`config.mk`:
```
export PLATFORM = sky130hd
export DESIGN_NAME = if_slice
export DESIGN_NICKNAME = d
export VERILOG_FILES = /design/src/rtl/if_slice.sv
export SDC_FILE = /design/constraint.sdc
export NUM_CORES = 1
export LEC_CHECK = 0
export ABC_AREA = 1
export BUFFER_PORTS_ARGS = -buffer_cell sky130_fd_sc_hd__buf_2
export CORE_MARGIN = 1.5
export CORE_UTILIZATION = 56
export DETAILED_ROUTE_END_ITERATION = 6
export PLACE_DENSITY = 0.8
export SLEW_MARGIN = 20
export SYNTH_ARGS = -nofsm -noshare
export SYNTH_HDL_FRONTEND = slang
export SYNTH_SLANG_ARGS = --single-unit
```
`constraint.sdc`:
```
create_clock -name clk -period 2.4 [get_ports clk]
set_input_delay 0.24 -clock clk [delete_from_list [all_inputs] [get_ports clk]]
set_output_delay 0.24 -clock clk [all_outputs]
set_load 0.01 [all_outputs]
```
`src/rtl/if_slice.sv`:
```
// if_slice: instruction-fetch stage feeding decode.
// Owns the fetch PC and keeps at most one request outstanding to a
// variable-latency instruction memory. Returned words land in a 2-entry
// prefetch buffer that is presented to decode as {PC_inc, instr} under a
// valid/stall handshake. A redirect from decode squashes all unconsumed work.
// Requests still in flight at the redirect are recognised by an epoch bit.
//
// Optional feature (macro IF_BYPASS_EN): when the buffer is empty, an
// accepted memory response is forwarded to decode in the same cycle.
// Leaving the macro undefined keeps decode fed purely from registers.

module if_slice #(
    parameter logic [15:0] RESET_PC = 16'h0000
) (
    input  logic        clk,
    input  logic        rst,
    input  logic        redirect,
    input  logic [15:0] redirect_pc,
    input  logic        stall,
    input  logic        hlt,
    output logic        imem_req,
    output logic [15:0] imem_addr,
    input  logic        imem_ack,
    input  logic [15:0] imem_rdata,
    output logic        out_valid,
    output logic [15:0] PC_inc,
    output logic [15:0] instr
);

    logic [15:0] fetch_pc;
    logic [15:0] req_pc;
    logic        outstanding;
    logic        epoch;
    logic        req_epoch;
    logic [1:0]  count;
    logic [31:0] entry0;
    logic [31:0] entry1;

    logic        ack_ok;
    logic        accept;
    logic        pop;
    logic        push;
    logic        bypass_take;
    logic        issue;
    logic [1:0]  count_after_pop;
    logic [31:0] push_data;

    // Handshake, buffer control and issue decisions
    always_comb begin
        // a stray ack with nothing outstanding is ignored
        ack_ok          = imem_ack && outstanding;
        // stale-epoch responses and responses racing a redirect are dropped
        accept          = ack_ok && (req_epoch == epoch) && !redirect;
        push_data       = {req_pc + 16'd1, imem_rdata};
        pop             = (count != 2'd0) && !stall && !redirect;
`ifdef IF_BYPASS_EN
        bypass_take     = accept && (count == 2'd0) && !stall;
        out_valid       = (count != 2'd0) || accept;
        {PC_inc, instr} = (count == 2'd0 && accept) ? push_data : entry0;
`else
        bypass_take     = 1'b0;
        out_valid       = (count != 2'd0);
        {PC_inc, instr} = entry0;
`endif
        push            = accept && !bypass_take;
        count_after_pop = count - {1'b0, pop};
        // the redirect cycle never issues: fetch_pc is being replaced
        issue           = rst && !outstanding && !hlt && !redirect
                          && (count_after_pop < 2'd2);
        imem_req        = outstanding || issue;
        imem_addr       = outstanding ? req_pc : fetch_pc;
    end

    // Fetch PC, request bookkeeping and epoch
    always_ff @(posedge clk or negedge rst) begin
        if (!rst) begin
            fetch_pc    <= RESET_PC;
            req_pc      <= RESET_PC;
            outstanding <= 1'b0;
            epoch       <= 1'b0;
            req_epoch   <= 1'b0;
        end else begin
            if (redirect) begin
                fetch_pc <= redirect_pc;
                epoch    <= ~epoch;
            end else if (issue) begin
                fetch_pc <= fetch_pc + 16'd1;
            end
            if (issue) begin
                req_pc      <= fetch_pc;
                req_epoch   <= epoch;
                outstanding <= 1'b1;
            end else if (ack_ok) begin
                outstanding <= 1'b0;
            end
        end
    end

    // Two-entry prefetch buffer; entry0 is always the head
    always_ff @(posedge clk or negedge rst) begin
        if (!rst) begin
            count  <= 2'd0;
            entry0 <= 32'd0;
            entry1 <= 32'd0;
        end else if (redirect) begin
            count <= 2'd0;
        end else begin
            case ({push, pop})
                2'b10: begin
                    if (count == 2'd0) entry0 <= push_data;
                    else               entry1 <= push_data;
                    count <= count + 2'd1;
                end
                2'b01: begin
                    entry0 <= entry1;
                    count  <= count - 2'd1;
                end
                2'b11: begin
                    if (count == 2'd1) begin
                        entry0 <= push_data;
                    end else begin
                        entry0 <= entry1;
                        entry1 <= push_data;
                    end
                end
                default: ;
            endcase
        end
    end

endmodule

```
==> reports/qor.yml, run 1 <==
slowest_delay_ps: 380
cp.required_ps: 2160
hp-class: "primary input to register"
whs_path_depth: 3
cts-root-buf: "clkbuf_8"
clockBufferDepth: 2
hpwlAfterDp_um: 8530
tightestPinTransition_ps: 700
postSynthCellCount: 674
syn_avg_cell_area_um2: 7.61
cts_setup_buffers: 0
p_total_uw: 6110
vias_per_cell: 5.37
ys_ff_latch: 101
synth-edff-count: 0
cpLargestDelayFamily: "simple AND/OR/NAND/NOR gates"
rows: 34
syn_area_um2: 5130
cp_data_arrival_time_ps: 1970
mostFrequentLayoutCell: "nand2_1"
min_period_ps: 2210
n_antenna_cell: 0
cp.depth: 10
skew_ps: 14.4
critPathBufInv: 4
fmax_mhz: 452
outcome: "completed"
utilization_pct: 66.3
final_cell_mix: "nand2_1 (282), dfrtp_1 (101), buf_2 (86)"
cp-start-kind: "register"
timing.critical_path.mode_cell: "nand2_1"
rsz0062_at_grt: "no"
grt_pass1_wl_um: 20000
cellLeakagePower_uw: 0.00304
placeableCoreArea_um2: 8810
setup_viol: 0
design_area_um2: 5840
antenna_left: 0
place.gp.congestion: 0.877
drt_iter0_drc: 321
clkTransAtPathRegs_ps: 110
reg2reg_slack_ps: 340
period_share_pct: 92.2
vias: 4670
fin_setup_tns_ps: 0
crit_chain: "inv_1 -> ha_1 -> inv_2 -> nand2_1 -> nor2_4 -> nand3_1 -> nand3_2 -> buf_6 -> nand2_1 -> buf_2"
end_kind: "output port"
p_per_area_nw_per_um2: 1050
irDropWorstVdd_mv: 0.363
clock_latency_ps: 380
htree_levels: 3
numCtsBuffers: 9
syn-num-nets: 716
rr_worst_depth: 11
maxSlewViolCount: 0
dr.pass1.iters: 7
die_w_um: 98.7
antenna_found_initial: 0
fp.dieH_um: 98.7
async_flop_share_pct: 100
num_io_pins: 88
layout_setup_ws_ps: 186
postPlaceCellArea_um2: 5630
grt_pass1_vias: 4325
avgRoutedWirePerCell_um: 13.6
cts.sinks: 101
track_usage_pct: 25.6
yosysUniqueCellTypes: 28
worstPathMaxFanout: 11
drive_gt1_share_pct: 17.1
max-slew-margin-rel_pct: 53.3
initial_utilization_pct: 58.3
cts_tree: "yes"
dp_slack_ps: 347
slowest_stage: "dfrtp_1"
io_buffer_count: 87
overflow: 0
max_cap_viol_count: 0
drc_errors: 0
die_area_um2: 9750
grt_max_degree: 59
drt_wl_total_um: 11800
syn_to_final_growth_pct: 13.8
hold_viol: 0
ys.flop_type: "dfrtp_1"
yosys_warnings: 0
final_nets: 799
ys_seq_area_share_pct: 49.3
crit_type: "register to output port"
## synthesized netlist by cell type, types with 6 or more instances
master | n | share of area, %
a31oi_1 | 21 | 2.6
buf_2 | 15 | 1.5
inv_2 | 6 | 0.44
nand2_1 | 282 | 21
nor2_1 | 48 | 3.5
nand3_1 | 52 | 5.1
inv_1 | 43 | 3.1
dfrtp_1 | 101 | 49
xor2_1 | 15 | 2.6
o21ai_0 | 41 | 4.0
## cell type report
cell class	count	area, um^2
inverter	49	184
fill	755	2970
timing repair buffer	100	542
sequential	101	2530
multi-input combinational	496	2270
clock buffer	10	138
tap	108	135
clock inverter	6	45.0
## power by group
group	leakage, uW	internal (uW)	switching [uW]	total (uW)
registers	0.00125	2380	533	2910
clock network	0.0000970	413	614	1030
logic	0.00169	860	1310	2170
total	0.00304	3650	2460	6110
## cells by family after synthesis
| family | count (synthesis) | synth area share [%] |
|---|---|---|
| and+or+nand+nor | 398 | 31.6 |
| DFF | 101 | 49.3 |
| buffers and inverters | 77 | 6.75 |
| AOI/OAI and AO/OA | 75 | 8.14 |
| xor gates and xnor gates | 19 | 3.24 |
| adders and majority gates | 4 | 0.975 |
## registers in the layout, summed over array words and instances (netlist names)
name         count
count            2
entry1          32
outstanding      1
fetch_pc        16
req_epoch        1
entry0          32
req_pc          16
epoch            1
## path summary, 6_finish.rpt
check | to | startpoint
setup / recovery | imem_req | count[0]
hold / removal | entry1[7] | imem_rdata[7]
setup reg to reg | fetch_pc[0] | count[0]
hold reg to reg | entry1[3] | entry1[3]
max in group asynchronous | entry1[18] | rst
min in group asynchronous | entry0[29] | rst
## layer usage
layer  global-route usage (%)  routed length (um)
met1                     33.6                5240
met4                     9.56                 230
met3                     5.67                 728
met2                     41.8                5650
met5                        0                   0
## worst min-delay path, cell delays in order
cell	delay, ps
buf_2	80
nand2_1	40
nand2_1	40
## what timing repair did
item	in CTS	in global routing
gates resized for setup	0	3
hold buffers	1	0
setup endpoints to repair	0	1
hold endpoints to repair	43	0
## stage by stage
stage	hold WS (ps)	instances
after detailed placement	378	853
after CTS	49.9	870
after global routing	65.8	870
after floorplan	-55.6	674
final	57.1	870
after global placement	377	853
Power figures use the tool's default switching activity.
==> inputs of run 2 (changes only) <==
CORE_UTILIZATION = 55   (was 56)
PLACE_DENSITY = 0.78   (was 0.8)
==> run 2 against run 1 <==
Total power up 2.1%. Critical endpoint unchanged. Global-route usage down 0.98 points. First-iteration DRC count down 38%. Non-clock buffer count up 1. Via count down 2.5%. Worst hold slack worse by 46 ps. Die area up 1.8%. Routed wire length down 4.0%. Register-to-register slack worse by 110 ps. Critical path type unchanged. Sequential cell count unchanged. Largest power group unchanged.
==> reports/qor.yml, run 2 (synthesized netlist as in run 1, its figures left out) <==
tightestPinTransition_ps: 643
antenna_found_initial: 0
hp-class: "primary input to async pin"
htree_levels: 3
vias: 4552
nFillCells: 805
timing.hold.ws_ps: 11.0
cp-start-kind: "register"
drt_iter0_drc: 200
cts_tree: "yes"
initial_utilization_pct: 56.1
p_per_area_nw_per_um2: 1060
n_antenna_cell: 0
grt_pass1_wl_um: 19600
cts.sinks: 101
reg.largest.list: "entry0 x32, entry1 x32"
fmax_mhz: 448
die_area_um2: 9920
timing.rr.start: "count[0]"
avgRoutedWirePerCell_um: 13.0
antenna_left: 0
drive_gt1_share_pct: 17.2
cellLeakagePower_uw: 0.00306
maxSlewViolCount: 0
grt_max_degree: 53
overflow: 0
period_share_pct: 93.0
rr_worst_depth: 11
postPlaceCellArea_um2: 5630
clockBufferDepth: 2
place.gp.congestion: 0.852
vias_per_cell: 5.21
final_cell_mix: "nand2_1 (282), dfrtp_1 (101), buf_2 (86)"
irDropWorstVdd_mv: 0.384
max-slew-margin-rel_pct: 57.1
design_area_um2: 5890
clock_latency_ps: 360
die_w_um: 99.6
cp_data_arrival_time_ps: 1990
syn_to_final_growth_pct: 14.8
io_buffer_count: 87
hold_viol: 0
outcome: "completed"
numCtsBuffers: 9
crit_type: "register to output port"
reg2reg_slack_ps: 230
track_usage_pct: 24.6
grt_pass1_vias: 4350
hpwlAfterDp_um: 8070
dr.pass1.iters: 5
final_nets: 800
cts-root-buf: "clkbuf_8"
setup_viol: 0
mostFrequentLayoutCell: "nand2_1"
min_period_ps: 2230
worstPathMaxFanout: 9
r2r_end: "entry1[5]"
num_io_pins: 88
end_kind: "output port"
placeableCoreArea_um2: 9150
cp.required_ps: 2160
skew_ps: 8.37
rows: 35
drt_wl_total_um: 11400
drc_errors: 0
fp.dieH_um: 99.6
max_cap_viol_count: 0
clkTransAtPathRegs_ps: 90
==> run 2: cell types whose count changed in the layout (fill, tap and decap cells not counted), sizes merged <==
cell	previous run	this run
inv	51	50
clkinvlp	0	1
bufinv	0	2
dlygate4sd3	1	0
clkbuf	10	11
clkinv	4	1
buf	99	101
==> run 2: area by class of cell <==
class / count / area (um^2) / share of cell area (%)
multi-input combinational: 496 / 2260 / 38.4
clock inverter: 5 / 81.3 / 1.38
inverter: 49 / 184 / 3.12
sequential: 101 / 2530 / 42.9
timing repair buffer: 101 / 556 / 9.43
clock buffer: 11 / 141 / 2.40
tap: 111 / 139 / 2.36
==> run 2: timing repair <==
action | 4_1_cts | 5_1_grt
pin swaps | 0 | 1
gates resized for setup | 1 | 0
buffers inserted | 0 | 4
endpoints found under the setup margin | 1 | 1
hold buffers | 0 | 0
==> run 2: metrics by stage <==
step / power (uW) / setup TNS [ps] / cells / setup WS, ps / utilization (%)
after floorplan: 4280 / 0 / 674 / 628 / -
after global placement: 4950 / 0 / 854 / 373 / 61.5
after detailed placement: 5060 / 0 / 854 / 216 / 61.5
after CTS: 6270 / 0 / 870 / 84.2 / 64.0
after global routing: 6750 / -2.06 / 874 / -2.06 / 64.4
final: 6240 / 0 / 874 / 168 / 64.4
==> run 2: metal layers <==
metal | global-route usage, % | part of all wire, % | routed length, um
met1 | 32.6 | 46 | 5280
met2 | 40.3 | 47 | 5330
met3 | 4.57 | 5.1 | 582
met4 | 9.53 | 1.6 | 178
met5 | 0 | 0 | 0
==> run 2: critical path: stages, from the launching register on <==
cell	delay [ps]
dfrtp_1	380
inv_1	90
ha_1	230
inv_2	90
nand2_1	60
nor2_2	220
nand3_1	140
nand3_2	180
nand2_1	90
buf_2	140
==> run 2: power breakdown <==
part	internal [uW]	total, uW	switching (uW)
clock	619	1190	574
combinational	866	2160	1290
sequential	2380	2890	506
==> run 2: how the worst max path moves through the flow <==
stage / cells after the start / startpoint / slack [ps] / to
2_1_floorplan: 9 / count[0] / 630 / imem_req
3_3_place_gp: 10 / count[0] / 370 / fetch_pc[0]
3_5_place_dp: 10 / count[0] / 220 / fetch_pc[8]
4_1_cts: 9 / count[0] / 80 / imem_req
5_1_grt: 8 / count[0] / -2 / imem_req
6_report: 9 / count[0] / 170 / imem_req
==> inputs of run 3 (changes only) <==
CELL_PAD_IN_SITES_DETAIL_PLACEMENT = 1   (was unset)
CELL_PAD_IN_SITES_GLOBAL_PLACEMENT = 1   (was unset)
CORE_UTILIZATION = 41   (was 55)
PLACE_DENSITY = unset   (was 0.78)
PLACE_DENSITY_LB_ADDON = 0.1   (was unset)
==> run 3 against run 2 <==
Sequential share of layout area shrank 0.86 points. Total power grew 4.5%. Critical endpoint unchanged. Clock-buffer cell count shrank 1. Register-to-register slack gained 40 ps. Critical path type unchanged. Highest routed layer unchanged.
==> reports/qor.yml, run 3 (synthesized netlist as in run 1, its figures left out) <==
rows: 40
drt-met1-wl_um: 6230
skew_ps: 7.56
wl_met3_um: 346
dp.cells: 911
drc_errors: 0
track_usage_pct: 21.4
tightestPinTransition_ps: 710
final_nets: 796
n_antenna_cell: 0
avgRoutedWirePerCell_um: 14.2
drive_gt1_share_pct: 16.9
grt_max_degree: 54
crit_chain: "inv_1 -> ha_1 -> nor2_1 -> nand2_1 -> o21ai_1 -> nand3_4 -> nand2_1 -> buf_2"
cts_hold_buf: 0
htree_levels: 3
antenna_found_initial: 0
worstPathMaxFanout: 13
p_total_uw: 6520
slowest_delay_ps: 400
max-slew-margin-rel_pct: 52.7
fp.dieH_um: 115
irDropWorstVdd_mv: 0.298
die_w_um: 115
timing.hold.ws_ps: 33.1
timing.rr.start: "count[0]"
place.gp.congestion: 0.852
cts_setup_buffers: 0
mostFrequentLayoutCell: "nand2_1"
cellLeakagePower_uw: 0.00308
cp_data_arrival_time_ps: 2050
syn_to_final_growth_pct: 17.1
vias: 4534
maxSlewViolCount: 0
period_share_pct: 95.4
r2r_end: "entry1[16]"
clockBufferDepth: 2
stdcell_count: 927
cts_tree: "yes"
drt_iter0_drc: 147
clock_latency_ps: 350
crit_type: "register to output port"
dr.pass1.iters: 4
io_buffer_count: 87
reg2reg_slack_ps: 270
slowest_stage: "dfrtp_1"
drt_wl_total_um: 13200
final_cell_mix: "nand2_1 (282), dfrtp_1 (101), buf_2 (86)"
fin_setup_tns_ps: 0
num_io_pins: 88
placeableCoreArea_um2: 12100
rr_worst_depth: 10
grt_pass1_wl_um: 22200
hpwlAfterDp_um: 9390
fmax_mhz: 437
setup_viol: 0
hold_viol: 0
timing.critical_path.mode_cell: "nand2_1"
p_per_area_nw_per_um2: 1090
outcome: "completed"
cts.sinks: 101
numCtsBuffers: 9
wl_met2_um: 6400
clkTransAtPathRegs_ps: 70
grt_pass1_vias: 4566
nFillCells: 1595
reg.largest.list: "entry0 x32, entry1 x32"
die_area_um2: 13200
max_cap_viol_count: 0
overflow: 0
min_period_ps: 2290
top_layer: "met4"
end_kind: "output port"
cts-root-buf: "clkbuf_16"
cp.required_ps: 2160
hp-class: "primary input to async pin"
antenna_left: 0
initial_utilization_pct: 42.4
cp-start-kind: "register"
cts_resized: 1
vias_per_cell: 4.89
run 3: where the power goes:
part           internal [uW]  leakage [uW]  switching, uW
clock network            742      0.000144            678
logic                    863       0.00168           1340
registers               2390       0.00125            514
total                   3990       0.00308           2530
run 3: worst max-delay path by stage:
stage	startpoint	end	slack (ps)	cells after the start
after floorplan	count[0]	imem_req	630	9
after global placement	count[0]	fetch_pc[1]	280	11
after detailed placement	count[0]	fetch_pc[1]	80	11
after CTS	count[0]	imem_req	50	9
after global routing	count[0]	imem_req	-40	8
final	count[0]	imem_req	110	8
run 3: layout make-up:
class	instances	area (um^2)	share of cell area, %
multi-input cells	496	2270	37.8
well taps	168	210	3.50
inverters	49	186	3.10
clock inverters	6	47.5	0.791
flip-flops and latches	101	2530	42.0
repair buffers	97	526	8.74
clock buffers	10	239	3.98
run 3: critical path: cells and delay by family, from the launching register on:
family	cells	cell delay, ps
adder cells (fa/ha/maj)	1	230
AND/OR/NAND/NOR	4	590
buffers and inverters	2	230
AO/OA/AOI/OAI	1	250
flip-flops	1	400
run 3: per-stage QoR:
| stage | area, um^2 | util [%] | worst slack (ps) |
|---|---|---|---|
| after global placement | 5700 | 47.1 | 276 |
| after global routing | 6010 | 49.6 | -35.6 |
| final | 6010 | 49.6 | 110 |
| after detailed placement | 5700 | 47.1 | 80.9 |
| after floorplan | 5130 | - | 628 |
| after CTS | 6000 | 49.5 | 48.6 |
run 3: per-layer routing:
| metal | vias up | GRT usage, % |
|---|---|---|
| li1 | 2293 | - |
| met1 | 2159 | 27.8 |
| met2 | 68 | 36.7 |
| met3 | 14 | 2.85 |
| met4 | 0 | 7.57 |
| met5 | - | 0 |
